`config.mk`:
```
export PLATFORM = sky130hd
export DESIGN_NAME = dff_share_arbiter
export DESIGN_NICKNAME = d
export VERILOG_FILES = /design/src/rtl/dff_ctrl_pkg.sv /design/src/rtl/dff_share_arbiter_rr_picker.sv /design/src/rtl/dff_share_arbiter.sv
export SDC_FILE = /design/constraint.sdc
export NUM_CORES = 1
export LEC_CHECK = 0
export BUFFER_PORTS_ARGS = -buffer_cell sky130_fd_sc_hd__buf_2
export CAP_MARGIN = 20
export CORE_UTILIZATION = 50
export CTS_CLUSTER_DIAMETER = 40
export DETAILED_ROUTE_END_ITERATION = 6
export GPL_ROUTABILITY_DRIVEN = 0
export PLACE_DENSITY = 0.87
export SETUP_SLACK_MARGIN = 0.05
export SYNTH_ARGS = -nofsm -noshare
export SYNTH_HDL_FRONTEND = slang
export SYNTH_HIERARCHICAL = 1
export SYNTH_SLANG_ARGS = --single-unit
```
`constraint.sdc`:
```
create_clock -name clk -period 2.6 [get_ports clk]
set_input_delay 0.13 -clock clk [delete_from_list [all_inputs] [get_ports clk]]
set_output_delay 0.13 -clock clk [all_outputs]
set_load 0.02 [all_outputs]
```
`src/rtl/dff_ctrl_pkg.sv`:
```
// Shared types and helpers for the shared D-register arbiter.
package dff_ctrl_pkg;

  // Arbiter FSM: IDLE picks a winner, GRANT commits or aborts it.
  typedef enum logic {
    IDLE,
    GRANT
  } arb_state_t;

  // Index width for n items, never less than one bit.
  function automatic int idx_w(input int n);
    return (n > 1) ? $clog2(n) : 1;
  endfunction

endpackage

```
`src/rtl/dff_share_arbiter_rr_picker.sv`:
```
// Combinational round-robin picker: scans from pointer+1 upward (mod
// NUM_REQ) and reports the first asserted request.
module rr_picker
  import dff_ctrl_pkg::*;
#(
  parameter int NUM_REQ = 4,
  parameter int IDX_W   = idx_w(NUM_REQ)
) (
  input  logic [NUM_REQ-1:0] req,
  input  logic [IDX_W-1:0]   pointer,
  output logic               found,
  output logic [IDX_W-1:0]   winner,
  output logic [NUM_REQ-1:0] onehot
);

  logic [IDX_W-1:0] cand;

  // Search the rotated request vector; the pointer itself is checked last.
  always_comb begin
    found  = 1'b0;
    winner = '0;
    cand   = '0;
    for (int off = 1; off <= NUM_REQ; off++) begin
      cand = IDX_W'((int'(pointer) + off) % NUM_REQ);
      if (!found && req[cand]) begin
        found  = 1'b1;
        winner = cand;
      end
    end
  end

  // Expand the winning index into a one-hot grant vector.
  always_comb begin
    onehot = '0;
    for (int i = 0; i < NUM_REQ; i++) begin
      onehot[i] = found && (winner == IDX_W'(i));
    end
  end

endmodule

```
`src/rtl/dff_share_arbiter.sv`:
```
// Round-robin owner of a single shared WIDTH-bit register. A requester is
// granted in one cycle and its lane is committed in the next, provided it
// still holds req; otherwise the grant is silently dropped.
module dff_share_arbiter
  import dff_ctrl_pkg::*;
#(
  parameter int NUM_REQ = 4,
  parameter int WIDTH   = 8
) (
  input  logic                       clk,
  input  logic                       rst_n,
  input  logic                       en,
  input  logic [NUM_REQ-1:0]         req,
  input  logic [NUM_REQ*WIDTH-1:0]   wdata,
  output logic [NUM_REQ-1:0]         gnt,
  output logic [NUM_REQ-1:0]         ack,
  output logic [WIDTH-1:0]           q,
  output logic                       q_valid,
  output logic [$clog2(NUM_REQ)-1:0] owner
);

  localparam int IDX_W = idx_w(NUM_REQ);

  arb_state_t         state;
  arb_state_t         state_nxt;
  logic [IDX_W-1:0]   pointer;
  logic [IDX_W-1:0]   pointer_nxt;
  logic [IDX_W-1:0]   winner_q;
  logic [IDX_W-1:0]   winner_nxt;
  logic [IDX_W-1:0]   owner_nxt;
  logic [NUM_REQ-1:0] gnt_nxt;
  logic [NUM_REQ-1:0] ack_nxt;
  logic [WIDTH-1:0]   q_nxt;
  logic               q_valid_nxt;

  logic               pick_found;
  logic [IDX_W-1:0]   pick_winner;
  logic [NUM_REQ-1:0] pick_onehot;

  logic [WIDTH-1:0]   lanes [NUM_REQ];

  for (genvar i = 0; i < NUM_REQ; i++) begin : g_lane
    assign lanes[i] = wdata[i*WIDTH +: WIDTH];
  end

  rr_picker #(
    .NUM_REQ (NUM_REQ),
    .IDX_W   (IDX_W)
  ) u_picker (
    .req     (req),
    .pointer (pointer),
    .found   (pick_found),
    .winner  (pick_winner),
    .onehot  (pick_onehot)
  );

  // Register bank: everything the arbiter remembers, cleared asynchronously.
  // The pointer starts at the top index so requester 0 is searched first.
  always_ff @(posedge clk or negedge rst_n) begin
    if (!rst_n) begin
      state    <= IDLE;
      gnt      <= '0;
      ack      <= '0;
      q        <= '0;
      q_valid  <= 1'b0;
      owner    <= '0;
      pointer  <= IDX_W'(NUM_REQ - 1);
      winner_q <= '0;
    end else begin
      state    <= state_nxt;
      gnt      <= gnt_nxt;
      ack      <= ack_nxt;
      q        <= q_nxt;
      q_valid  <= q_valid_nxt;
      owner    <= owner_nxt;
      pointer  <= pointer_nxt;
      winner_q <= winner_nxt;
    end
  end

  // Next-state logic: grant from IDLE only when enabled, then commit or
  // abort unconditionally in GRANT (en is deliberately ignored there).
  always_comb begin
    state_nxt   = state;
    gnt_nxt     = '0;
    ack_nxt     = '0;
    q_nxt       = q;
    q_valid_nxt = q_valid;
    owner_nxt   = owner;
    pointer_nxt = pointer;
    winner_nxt  = winner_q;
    case (state)
      IDLE: begin
        if (en && pick_found) begin
          gnt_nxt    = pick_onehot;
          winner_nxt = pick_winner;
          state_nxt  = GRANT;
        end
      end
      GRANT: begin
        if (req[winner_q]) begin
          q_nxt       = lanes[winner_q];
          ack_nxt     = gnt;
          owner_nxt   = winner_q;
          q_valid_nxt = 1'b1;
          pointer_nxt = winner_q;
        end
        state_nxt = IDLE;
      end
      default: begin
        state_nxt = IDLE;
      end
    endcase
  end

  gnt_onehot0_a: assert property (@(posedge clk) disable iff (!rst_n) $onehot0(gnt));
  ack_onehot0_a: assert property (@(posedge clk) disable iff (!rst_n) $onehot0(ack));
  ack_after_gnt_a: assert property (@(posedge clk) disable iff (!rst_n)
    (|ack) |-> (ack == $past(gnt)));

endmodule

```
== Word level (Yosys, flattened, before mapping) ==
Cells that the tools add are included.

* Flip-flop bits (word level): 24
* Bits of input ports: 39

* $add $sub $neg: 4
* Order comparisons: 6
* Equal/unequal tests: 3
* Multiplexer cells: 27
* Bitwise gates (word level): 2
* Reductions and logical operators: 14

{| class="wikitable"
|+ Operator list
! cell !! count
|-
| $bmux 8 s2 || 1
|-
| $mux 4 || 4
|-
| $mux 8 || 2
|-
| $lt 2x3->1 const B || 5
|-
| $bmux 1 s2 || 5
|-
| $mux 1 || 10
|-
| $logic_and 1x1->1 || 8
|-
| $mux 2 || 4
|-
| $add 2x1->2 const B || 2
|-
| $add 2x2->2 const B || 2
|-
| $eq 2x2->1 const B || 2
|-
| $reduce_and 2->1 || 2
|-
| $ge 3x3->1 const B || 1
|-
| $logic_not 1->1 || 3
|-
| $not 2->3 || 1
|-
| $eq 2x1->1 const B || 1
|-
| $logic_not 2->1 || 1
|-
| $pmux 1 s2 || 1
|-
| $not 1->1 || 1
|}

== Logic depth before layout (Yosys ltp) ==
* Depth after elaboration: 17
* Mapped depth: 6
* Gate-level depth less buffers: 5

== Hierarchy ==
The synthesis kept the hierarchy.

{| class="wikitable"
|+ Modules (own cells, without submodules)
! module !! instances !! cells each !! area an instance (sq um)
|-
| dff_share_arbiter || 1 || 67 || 1108.6
|-
| rr_picker || 1 || 34 || 222.7
|}

== Worst setup path after synthesis ==
Ideal clock, no wire load.

* Path type: reg2reg
* Start: reg winner_q[1]
* End: reg owner[1]
* Setup time: 0.125 ns
* Arrival time: 1.326 ns
* Required time: 2.475 ns
* Setup slack: 1.149 ns
* Stages on the path, launching flop included: 5
* Buffers on the path: 1
* Period minus slack after synthesis: 1.451 ns
* Path through: dfrtp_1 mux2_4 o2bb2ai_4 buf_6 mux2_4

* Word-level cells in the longest chain between the ends: 3

{| class="wikitable"
|+ Ends and longest elaborated chain
! item !! line !! RTL
|-
| start: declaration || dff_share_arbiter.sv:28 || <nowiki>logic [IDX_W-1:0] winner_q;</nowiki>
|-
| start signal: assignment || dff_share_arbiter.sv:77 || <nowiki>winner_q <= winner_nxt;</nowiki>
|-
| $bmux 1 s2 || dff_share_arbiter.sv:101 || <nowiki>if (req[winner_q]) begin</nowiki>
|-
| $mux 1 (implied by the code) || dff_share_arbiter.sv:101 ||
|-
| $reduce_and 2->1 (no source line) || - ||
|-
| end signal: assignment || dff_share_arbiter.sv:75 || <nowiki>owner <= owner_nxt;</nowiki>
|-
| end: declaration || dff_share_arbiter.sv:19 || <nowiki>output logic [$clog2(NUM_REQ)-1:0] owner</nowiki>
|}

Several ways; a longest one is shown, not always the timed one. The select of a mux whose other input is x is not followed.
A chain may end at the register's enable or synchronous reset.

== Worst setup path after layout ==
* Start: reg winner_q[1]
* End: reg q[3]

* Word-level cells in the longest chain between the ends: 4

{| class="wikitable"
|+ Ends and longest elaborated chain
! item !! line !! RTL
|-
| $not 2->3 (implied by the code) || dff_share_arbiter.sv:102 || <nowiki>q_nxt = lanes[winner_q];</nowiki>
|-
| $bmux 8 s2 || dff_share_arbiter.sv:102 ||
|-
| $mux 8 (implied by the code) (2 in a row) || dff_share_arbiter.sv:102 ||
|-
| end signal: assignment || dff_share_arbiter.sv:73 || <nowiki>q <= q_nxt;</nowiki>
|-
| end: declaration || dff_share_arbiter.sv:17 || <nowiki>output logic [WIDTH-1:0] q,</nowiki>
|}

Several ways; a longest one is shown, not always the timed one. The select of a mux whose other input is x is not followed.

==> results by group <==
Status
  – Status: finished clean

Power
  – Switch share: 0.356
  – Combinational share of power: 0.435
  – Sw power: 596 µW
  – Cell Pwr Density: 1010 mW/mm²
  – Int Pwr: 1080 µW
  – Max IR drop VDD: 0.755 mV
  – Clock share of power: 0.157
  – Total leakage power: 0.000827 µW
  – Sequential group share of total power: 0.408

Detailed routing
  – Routed len/inst: 15.3 µm
  – First drt pass iteration count: 4
  – Post-route DRC: 0
  – DR iter-0 viols: 18
  – DRT antenna net count: 0
  – Via density: 5.53
  – Vias: 1028
  – Final wirelength: 2840 µm

Synthesis
  – Mapped Nets: 140
  – Mapped Cells: 101
  – FF+latch count, synth: 24
  – Synth top area cells: dfrtp_1 (41%), mux4_2 (14%), mux2_4 (6.8%), mux2_2 (5.9%), dfstp_2 (3.9%)
  – Count of cell types in the netlist: 32
  – Top-area cell type share of the netlist area: 0.414
  – Avg Cell Area, Syn: 13.2 µm²
  – Ys Warns: 6
  – Cell Area, Synth: 0.00133 mm²
  – Cell taking the most area after synthesis: dfrtp_1
  – Sequential fraction of the synthesis area: 0.453

Clocking
  – Postcts setup bufs: 0
  – Clock transition at path regs: 0.12 ns
  – CTS tree: built
  – Root buffer cell: clkbuf_4
  – Hold Buf Count CTS: 1
  – H-tree depth: 1
  – Cts repair resizes: 0
  – CTS buffer count: 3
  – Clk_lat worst skew: 0.31 ns
  – Clk buf depth: 2
  – Clock sinks: 24

Die
  – Io pins: 58
  – Die Width: 53.6 µm
  – Die ar.: 0.00287 mm²
  – Initial Util: 0.533
  – Core footprint: 0.00250 mm²
  – Site Rows: 18
  – Die Y: 53.6 µm

GRT
  – Largest net degree at the start of global routing: 25
  – Initial antenna violation count: 0
  – Via count of the first global-routing pass: 973
  – First-pass GRT wire length: 4140 µm
  – Gr usage total: 0.207
  – Overflow left after global routing: 0

Layout
  – Core Util, Final: 0.662
  – Commonest non-fill, non-tap cell in the layout: buf_2
  – Final nets: 196
  – Layout Area Growth over Synthesis: 24.2%
  – Commonest non-fill, non-tap cells in the layout: buf_2 (57), dfrtp_1 (22), and2_1 (8), mux4_2 (8), mux2_2 (7)
  – Multi-input logic area: 658 µm²
  – Antenna cells: 0
  – Register area: 603 µm²
  – Share of layout cells above drive strength 1: 0.558
  – Fillers: 183

Timing
  – Total Negative Setup Slacks: 0 ns
  – Fin. Hold Viols: 0
  – Setup Skew: 0.00275 ns
  – RSZ-0062 raised after global routing: no
  – Worst slew margin: 0.629
  – Slew Viols, Final: 0
  – Crit path time final: 1.93 ns
  – Part of the cycle the worst path needs: 0.740
  – Slew @ Worst Pin: 0.557 ns
  – Fmax: 519 MHz
  – # setup viols final: 0

Setup path
  – Worst-path maximum fanout: 15
  – WP data arrival: 2.14 ns
  – Crit path launch: winner_q[1]$_DFFE_PN0P_
  – Flop2flop setup slack: 0.67 ns
  – Element type at the critical path end: flop
  – Critical path required time: 2.81 ns
  – R2R Path Start: winner_q[1]$_DFFE_PN0P_
  – CP Launch Type: flop
  – CP Class: reg2reg

Placement
  – Dpl hpwl: 2100 µm
  – # port buffers: 57

Job
  – Max-Cap Viols: 0

Min path
  – Hold_sp: en
  – Worst Hold Class: in2reg
==> cell families after synthesis <==
group | count (synthesis) | synth area share
AND/OR/NAND/NOR | 26 | 0.102
flip-flops | 24 | 0.453
multiplexers | 22 | 0.270
AO/OA/AOI/OAI | 20 | 0.122
buffers and inverters | 9 | 0.0526
==> final cells by class <==
cell class,instances,area share
clock buffers,3,0.0136
clock inverters,1,0.0182
inverters,2,0.00454
multi-input cells,68,0.398
flip-flops and latches,24,0.365
well taps,30,0.0227
repair buffers,58,0.179
==> layer usage <==
layer | vias up | global-route usage | share of wire
li1 | 474 | - | -
met1 | 496 | 0.238 | 0.41
met2 | 52 | 0.367 | 0.48
met3 | 6 | 0.0367 | 0.087
met4 | 0 | 0.101 | 0.023
met5 | - | 0 | 0
==> metrics by stage <==
| stage | cell area, µm² | cells | total power [µW] | setup WS, ns | hold slack (ns) |
|---|---|---|---|---|---|
| 2_1_floorplan | 1330 | 101 | 1240 | 1.15 | -0.166 |
| 3_3_place_gp | 1590 | 181 | 1370 | 0.820 | 0.120 |
| 3_5_place_dp | 1590 | 181 | 1410 | 0.696 | 0.127 |
| 4_1_cts | 1650 | 186 | 1680 | 0.689 | 0.129 |
| 5_1_grt | 1650 | 186 | 1770 | 0.613 | 0.139 |
| 6_report | 1650 | 186 | 1670 | 0.675 | 0.140 |
==> worst max-delay path, stage by stage (launching register included) <==
cell	delay (ns)
dfrtp_1	0.72
mux2i_1	0.24
o2bb2ai_4	0.46
mux2_2	0.40
==> power by group through the flow <==
stage / Sequential (µW) / Combinational (µW) / Clock [µW]
6_report: 683 / 728 / 263
4_1_cts: 683 / 730 / 267
3_3_place_gp: 674 / 696 / 0
3_5_place_dp: 689 / 724 / 0
5_1_grt: 709 / 781 / 283
2_1_floorplan: 694 / 549 / 0
==> registers in the layout, summed over array words and instances (netlist names) <==
name / count
q: 8
ack: 4
gnt: 4
owner: 2
pointer: 2
winner_q: 2
q_valid: 1
state: 1
==> Yosys cell counts (all sizes together) <==
master and number:
nor2b 2, o221a 1, o21a 1, a211oi 2, buf 5, a21boi 1, o221ai 1, a21oi 3
dfstp 2, o21ai 3, nand2 6, o22ai 1, mux4 8, inv 2, dfrtp 22, o2bb2ai 1
mux2 13, or2 1, and2b 2, mux2i 1, a2bb2oi 1, a21o 2, nor2 6, o211a 1
o21bai 2, clkbuf 2, and2 9
==> final timing paths <==
kind / end / depth (start not counted)
worst max-delay path: q[3]$_DFFE_PN0P_ / 3
worst min-delay path: state$_DFF_PN0_ / 3
worst max register to register: q[3]$_DFFE_PN0P_ / 3
worst min register to register: owner[0]$_DFFE_PN0P_ / 1
max in group asynchronous: pointer[1]$_DFFE_PN1P_ / 2
min in group asynchronous: q[3]$_DFFE_PN0P_ / 2
Note: power is estimated with default switching activity, not from simulation.
